[src/rtl/cmd_reply_packer.sv]
// cmd_reply_packer
//   Collects 16-bit command replies (ping / read-register) into one 252-word
//   buffer and drains it as a fixed 256-word control packet:
//   header (2 words), adc_time stamp (2 words), payload, zero padding.
//
// Ports
//   txclk          in   clock, rising edge
//   reset_n        in   asynchronous active-low reset
//   adc_time       in   timestamp latched when a packet is flushed
//   rx_databus     in   reply word from the command reader
//   rx_WR          in   reply word strobe
//   rx_WR_done     in   high between replies
//   rx_WR_enabled  out  reader may start / continue a reply
//   usb_space      in   downstream FIFO can take a full packet
//   usb_data       out  packet word
//   usb_wr         out  usb_data valid (256-cycle burst)
//   overflow       out  sticky: a reply word was dropped
//
// Build option
//   CMD_REPLY_TIMEOUT_EN  defined: replies accumulate until the buffer is
//                         nearly full or FLUSH_TIMEOUT idle cycles pass.
//                         undefined: every reply boundary flushes a packet.
//
// state      | meaning
// COLLECT    | accepting reply words into the buffer
// WAIT_SPACE | packet sealed, waiting for usb_space
// HDR0/HDR1  | emitting header low / high word
// TS0/TS1    | emitting timestamp low / high word
// PAYLOAD    | emitting buffered reply words
// PAD        | emitting zero fill up to word 255
module cmd_reply_packer #(
  parameter int         FLUSH_TIMEOUT = 1024,
  parameter logic [4:0] CHAN          = 5'h1F
) (
  input  logic        txclk,
  input  logic        reset_n,
  input  logic [31:0] adc_time,
  input  logic [15:0] rx_databus,
  input  logic        rx_WR,
  input  logic        rx_WR_done,
  output logic        rx_WR_enabled,
  input  logic        usb_space,
  output logic [15:0] usb_data,
  output logic        usb_wr,
  output logic        overflow
);

  localparam logic [7:0] BUF_WORDS = 8'd252;

  typedef enum logic [2:0] {COLLECT, WAIT_SPACE, HDR0, HDR1, TS0, TS1, PAYLOAD, PAD} state_t;

  state_t      state;
  state_t      drain_state_nxt;
  logic [15:0] pkt_buf [0:251];
  logic [7:0]  wr_ptr;
  logic [7:0]  free;
  logic [7:0]  free_nxt;
  logic [7:0]  wcnt;
  logic [7:0]  wcnt_nxt;
  logic [7:0]  pay_idx;
  logic [8:0]  len_bytes;
  logic [31:0] ts;
  logic [31:0] header;
  logic [15:0] word_nxt;
  logic        reply_open;
  logic        reply_open_nxt;
  logic        word_wr;
  logic        word_drop;
  logic        flush;
  logic        timeout_hit;
  logic        draining;
  logic        last_word;
  logic        collect_nxt;
  logic        enable_nxt;

  assign free      = BUF_WORDS - wr_ptr;
  assign word_wr   = (state == COLLECT) && rx_WR && (free != 8'd0);
  assign word_drop = rx_WR && !word_wr;
  assign draining  = (state != COLLECT) && (state != WAIT_SPACE);
  assign last_word = (wcnt == 8'd255);
  assign header    = {3'b000, 1'b1, 1'b1, 6'd0, CHAN, 7'd0, len_bytes};

  // Never evaluated with rx_WR high, so a reply is never split across packets.
  assign flush = (state == COLLECT) && (wr_ptr != 8'd0) && rx_WR_done && !rx_WR &&
                 ((free < 8'd4) || timeout_hit);

`ifdef CMD_REPLY_TIMEOUT_EN
  localparam int                IDLE_W     = $clog2(FLUSH_TIMEOUT) + 1;
  localparam logic [IDLE_W-1:0] IDLE_MAX   = '1;
  localparam logic [IDLE_W-1:0] IDLE_LIMIT = IDLE_W'(FLUSH_TIMEOUT - 1);

  logic [IDLE_W-1:0] idle_cnt;

  always_ff @(posedge txclk or negedge reset_n) begin
    if (!reset_n)
      idle_cnt <= '0;
    else if (rx_WR || flush)
      idle_cnt <= '0;
    else if ((wr_ptr != 8'd0) && (idle_cnt != IDLE_MAX))
      idle_cnt <= idle_cnt + 1'b1;
  end

  assign timeout_hit = (idle_cnt == IDLE_LIMIT);
`else
  // No idle counter: any reply boundary flushes. FLUSH_TIMEOUT has no effect here.
  assign timeout_hit = (FLUSH_TIMEOUT > 0) || 1'b1;
`endif

  // Next word of the drain burst, selected by its index wcnt+1.
  always_comb begin
    wcnt_nxt        = wcnt + 8'd1;
    pay_idx         = wcnt - 8'd3;
    word_nxt        = 16'h0000;
    drain_state_nxt = PAD;
    if (wcnt_nxt == 8'd1) begin
      word_nxt        = header[31:16];
      drain_state_nxt = HDR1;
    end else if (wcnt_nxt == 8'd2) begin
      word_nxt        = ts[15:0];
      drain_state_nxt = TS0;
    end else if (wcnt_nxt == 8'd3) begin
      word_nxt        = ts[31:16];
      drain_state_nxt = TS1;
    end else if (pay_idx < wr_ptr) begin
      word_nxt        = pkt_buf[pay_idx];
      drain_state_nxt = PAYLOAD;
    end
  end

  // rx_WR_enabled is registered, so it is computed from next-cycle values.
  always_comb begin
    reply_open_nxt = rx_WR_done ? 1'b0 : (rx_WR ? 1'b1 : reply_open);
    collect_nxt    = ((state == COLLECT) && !flush) || (draining && last_word);
    free_nxt       = (state == COLLECT) ? (free - {7'd0, word_wr}) : BUF_WORDS;
    enable_nxt     = collect_nxt && (reply_open_nxt ? (free_nxt >= 8'd1) : (free_nxt >= 8'd4));
  end

  always_ff @(posedge txclk) begin
    if (word_wr)
      pkt_buf[wr_ptr] <= rx_databus;
  end

  always_ff @(posedge txclk or negedge reset_n) begin
    if (!reset_n) begin
      state         <= COLLECT;
      wr_ptr        <= 8'd0;
      wcnt          <= 8'd0;
      reply_open    <= 1'b0;
      ts            <= 32'd0;
      len_bytes     <= 9'd0;
      rx_WR_enabled <= 1'b0;
      usb_wr        <= 1'b0;
      usb_data      <= 16'h0000;
      overflow      <= 1'b0;
    end else begin
      reply_open    <= reply_open_nxt;
      rx_WR_enabled <= enable_nxt;
      if (word_drop)
        overflow <= 1'b1;
      case (state)
        COLLECT: begin
          if (word_wr)
            wr_ptr <= wr_ptr + 8'd1;
          if (flush) begin
            ts        <= adc_time;
            len_bytes <= {wr_ptr, 1'b0};
            state     <= WAIT_SPACE;
          end
        end
        WAIT_SPACE: begin
          if (usb_space) begin
            state    <= HDR0;
            wcnt     <= 8'd0;
            usb_wr   <= 1'b1;
            usb_data <= header[15:0];
          end
        end
        default: begin
          if (last_word) begin
            state    <= COLLECT;
            wr_ptr   <= 8'd0;
            usb_wr   <= 1'b0;
            usb_data <= 16'h0000;
          end else begin
            wcnt     <= wcnt_nxt;
            usb_data <= word_nxt;
            state    <= drain_state_nxt;
          end
        end
      endcase
    end
  end

endmodule

[config.mk]
export PLATFORM = sky130hd
export DESIGN_NAME = cmd_reply_packer
export DESIGN_NICKNAME = d
export VERILOG_FILES = /design/src/rtl/cmd_reply_packer.sv
export SDC_FILE = /design/constraint.sdc
export NUM_CORES = 2
export LEC_CHECK = 0
export CAP_MARGIN = 0
export CORE_MARGIN = 2
export CORE_UTILIZATION = 30
export CTS_CLUSTER_DIAMETER = 120
export DETAILED_ROUTE_END_ITERATION = 10
export GPL_TIMING_DRIVEN = 0
export HOLD_SLACK_MARGIN = 0.06
export PLACE_DENSITY_LB_ADDON = 0.25
export RECOVER_POWER = 25
export SLEW_MARGIN = 40
export SYNTH_ARGS = -nofsm -noshare
export SYNTH_HDL_FRONTEND = slang
export SYNTH_SLANG_ARGS = --single-unit
[constraint.sdc]
create_clock -name txclk -period 4.2 [get_ports txclk]
set_clock_uncertainty 0.2 [all_clocks]
set_input_delay 0.42 -clock txclk [delete_from_list [all_inputs] [get_ports txclk]]
set_output_delay 0.42 -clock txclk [all_outputs]
set_load 0.1 [all_outputs]
==> impl_metrics.csv <==
group,metric,value,unit
logic_synthesis,synth_enable_flop_cells,4032,
layout,nets,9540,
setup_path,required,4920,ps
logic_synthesis,syn-num-nets,8144,
route,avgViaCountPerCell,6.05,
outcome,status,"finished with violations",
logic_synthesis,yosys.area.top_type,"edfxtp_1",
global_route,grt_pass1_wl,990,mm
route,drt_wl_total,790,mm
layout,area_delta_synth_final,28.3,%
clocking,cts_max_path_buffers,4,
setup_path,ff2ff_setup_slack,-810,ps
global_route,met3_usage,13.4,%
layout,drive_gt1_share,35.5,%
logic_synthesis,ys_ff_latch,4111,
route,final_antenna_net_count,0,
global_route,grt_max_degree,105,
global_route,antenna_found_initial,111,
timing,fin_crit_sh,119,%
clocking,tritoncts,"built",
floorplanning,die_y,734,um
logic_synthesis,synth.distinct_cells,79,
floorplanning,num_rows,268,
placed_design,place.port_buffers,71,
floorplanning,core_area,0.531,mm2
timing,worst_pin_slew,4160,ps
timing,rsz0062_at_grt,"true",
clocking,clk_latency,1060,ps
logic_synthesis,netlist_area,0.160,mm2
layout,stdcell_area,0.205,mm2
timing,fmax,200,MHz
floorplanning,die_w,734,um
global_route,gr-total-overflow,0,
clocking,cts-root-buf,"clkbuf_16",
setup_path,arrival,5730,ps
global_route,grt_pass1_vias,93200,
route,drt_pass1_iterations,6,
global_route,track_usage,28.4,%
setup_path,critPathKind,"flip-flop to flip-flop",
timing,hold_violations,0,
setup_path,crit_fanout,7,
placed_design,gp_congestion,1.02,
timing,fin_ws,-806,ps
timing,fin_crit,5010,ps
logic_synthesis,synth_seq_area_share,77.0,%
clocking,clk_pin_slew_worst_paths,70,ps
global_route,use_met2,39.2,%
outcome,violations,"capacitance limit, slew limit, setup timing",
route,drtIter0Drc,20700,
clocking,clock_tree.htree_level_count,5,
logic_synthesis,syn_area_per_cell,19.8,um2
logic_synthesis,syn_inst,8074,
floorplanning,start_util,30.1,%
setup_path,cp-end-kind,"flip-flop",
timing,setup_viol,715,
route,via_count,102000,
logic_synthesis,synth-main-ff-cell,"edfxtp_1",
timing,drv_slew,1762,
setup_path,cp-start-kind,"flip-flop",
run,cap_violations,26,
setup_path,r2r_end,"usb_data[4]$_DFFE_PN0P_",
setup_path,r2r-start,"wcnt[0]$_DFFE_PN0P_",
logic_synthesis,ys_warn_count,0,
floorplanning,die_area,0.538,mm2
route,wl_per_cell,46.7,um
setup_path,endpoint,"usb_data[4]$_DFFE_PN0P_",
worst_hold_path,hp-class,"input port to flip-flop",
floorplanning,io_pins,72,
clocking,numCtsBuffers,435,
layout,final_cell_mix,"4032 x edfxtp_1, 1004 x nand2_1, 903 x mux4_2, 448 x clkbuf_16, 405 x buf_4",
timing,maxSlewHeadroom,-177,%
logic_synthesis,synth_top_area_share,75.8,%
logic_synthesis,synth-async-reset-ratio,1.92,%
global_route,grt_busiest_layer,"met2",
clocking,cts_sinks,4111,
route,drc,0,
placed_design,place_area,0.181,mm2
setup_path,cp-startpoint,"wcnt[0]$_DFFE_PN0P_",
logic_synthesis,synth_area_leaders,"edfxtp_1 76%, mux4_2 13%, nand2_1 2.5%",
placed_design,dp_hpwl,548,mm
layout,final_common_cell,"edfxtp_1",
setup_path,worstRegToRegCells,18,
global_route,met1_usage,34.6,%
## cell type report
| cell class | count | area, um2 |
|---|---|---|
| clock buffers | 538 | 11400 |
| fillers | 47400 | 326000 |
| repair buffers | 964 | 14700 |
| plain buffers | 481 | 5740 |
| well taps | 7020 | 8780 |
| inverters | 20 | 115 |
| clock inverters | 253 | 2110 |
| flip-flops and latches | 4111 | 123000 |
| multi-input cells | 3457 | 38900 |
| diodes | 73 | 183 |
## logic make-up after synthesis
logic type | share of synthesized area, %
flops | 77.0
simple gates | 4.81
mux | 14.0
buf+inv | 1.77
compound gates | 2.14
fa+ha+maj | 0.133
xor+xnor | 0.0979
## worst max-delay path: stages, from the launching register on
cell,delay (ps)
dfrtp_1,410
buf_8,140
buf_16,150
buf_16,150
inv_16,40
clkbuf_16,190
ha_4,370
buf_12,200
buf_16,190
buf_16,180
buf_4,150
buf_12,140
mux4_2,510
mux2i_2,220
nand2_1,140
nand4_1,450
a31oi_4,270
nor4_4,580
a211oi_2,60
## routing by layer
metal	share of wire [%]	vias up	wire length [um]
met4	9.2	52	72600
met1	34	54300	272000
met3	16	2442	123000
met2	41	9730	321000
li1	-	35800	-
met5	0.17	-	1350
## flip-flops by register name (all words and copies together), names as in the netlist
| signal | flops |
|---|---|
| wr_ptr | 8 |
| overflow | 1 |
| len_bytes | 8 |
| reply_open | 1 |
| pkt_buf | 4032 |
| rx_WR_enabled | 1 |
| wcnt | 8 |
| usb_wr | 1 |
| state | 3 |
| ts | 32 |
| usb_data | 16 |
## Yosys cell counts, types with 3 or more instances
library cell,n
a2111oi_0,3
a211oi_1,15
a21o_1,3
a21oi_1,67
a221oi_1,13
a22o_1,3
a22oi_1,4
a311o_1,4
a311oi_1,8
a31oi_1,138
a32o_1,5
a32oi_1,120
a41oi_1,6
and2_1,6
and3_1,11
and4_1,3
buf_1,33
buf_2,233
buf_4,108
buf_6,23
clkbuf_1,85
dfrtp_1,79
edfxtp_1,4032
ha_1,17
inv_1,14
inv_2,3
mux2_2,43
mux2i_1,159
mux4_2,903
nand2_1,1047
nand2_2,3
nand3_1,350
nand4_1,60
nand4b_1,3
nor2_1,306
nor2_2,3
nor3_1,14
nor4_1,8
o211ai_1,4
o21ai_0,53
o22ai_1,12
o31ai_1,7
or2_2,4
or3_1,4
xnor2_1,9
## worst min path at each step
stage | startpoint | to | slack (ps) | depth (start not counted)
after detailed placement | reset_n | ts[29]$_DFFE_PN0P_ | 140 | 1
after CTS | rx_databus[15] | pkt_buf[188][15]$_DFFE_PP_ | 90 | 2
after floorplan | reset_n | len_bytes[1]$_DFFE_PN0P_ | -80 | 0
final | adc_time[0] | ts[0]$_DFFE_PN0P_ | 250 | 2
after global placement | overflow$_DFFE_PN0P_ | overflow$_DFFE_PN0P_ | 260 | 1
after global routing | adc_time[0] | ts[0]$_DFFE_PN0P_ | 230 | 2
## per-stage QoR
| step | utilization (%) | setup TNS (ps) | std cells | worst slack [ps] | hold WS [ps] |
|---|---|---|---|---|---|
| floorplan | - | 0 | 8074 | 67.9 | -75.6 |
| global placement | 31.8 | - | 15200 | -7880 | 258 |
| detailed placement | 34.1 | -2840290 | 15600 | -4580 | 141 |
| CTS | 38.1 | -226500 | 16700 | -499 | 86.3 |
| global route | 38.5 | -204310 | 16900 | -572 | 227 |
| finish | 38.6 | -193070 | 16900 | -806 | 245 |
## timing repair
action	4_1_cts	5_1_grt
setup buffers	227	180
gates resized for setup	941	320
hold endpoints to repair	2815	0
pin swaps	118	149
hold buffers	51	0
setup endpoints to repair	3328	2146
cloned	4	5
Power is not shown: default switching activity piles up to over one toggle a cycle in this logic, so the estimate is an artifact.
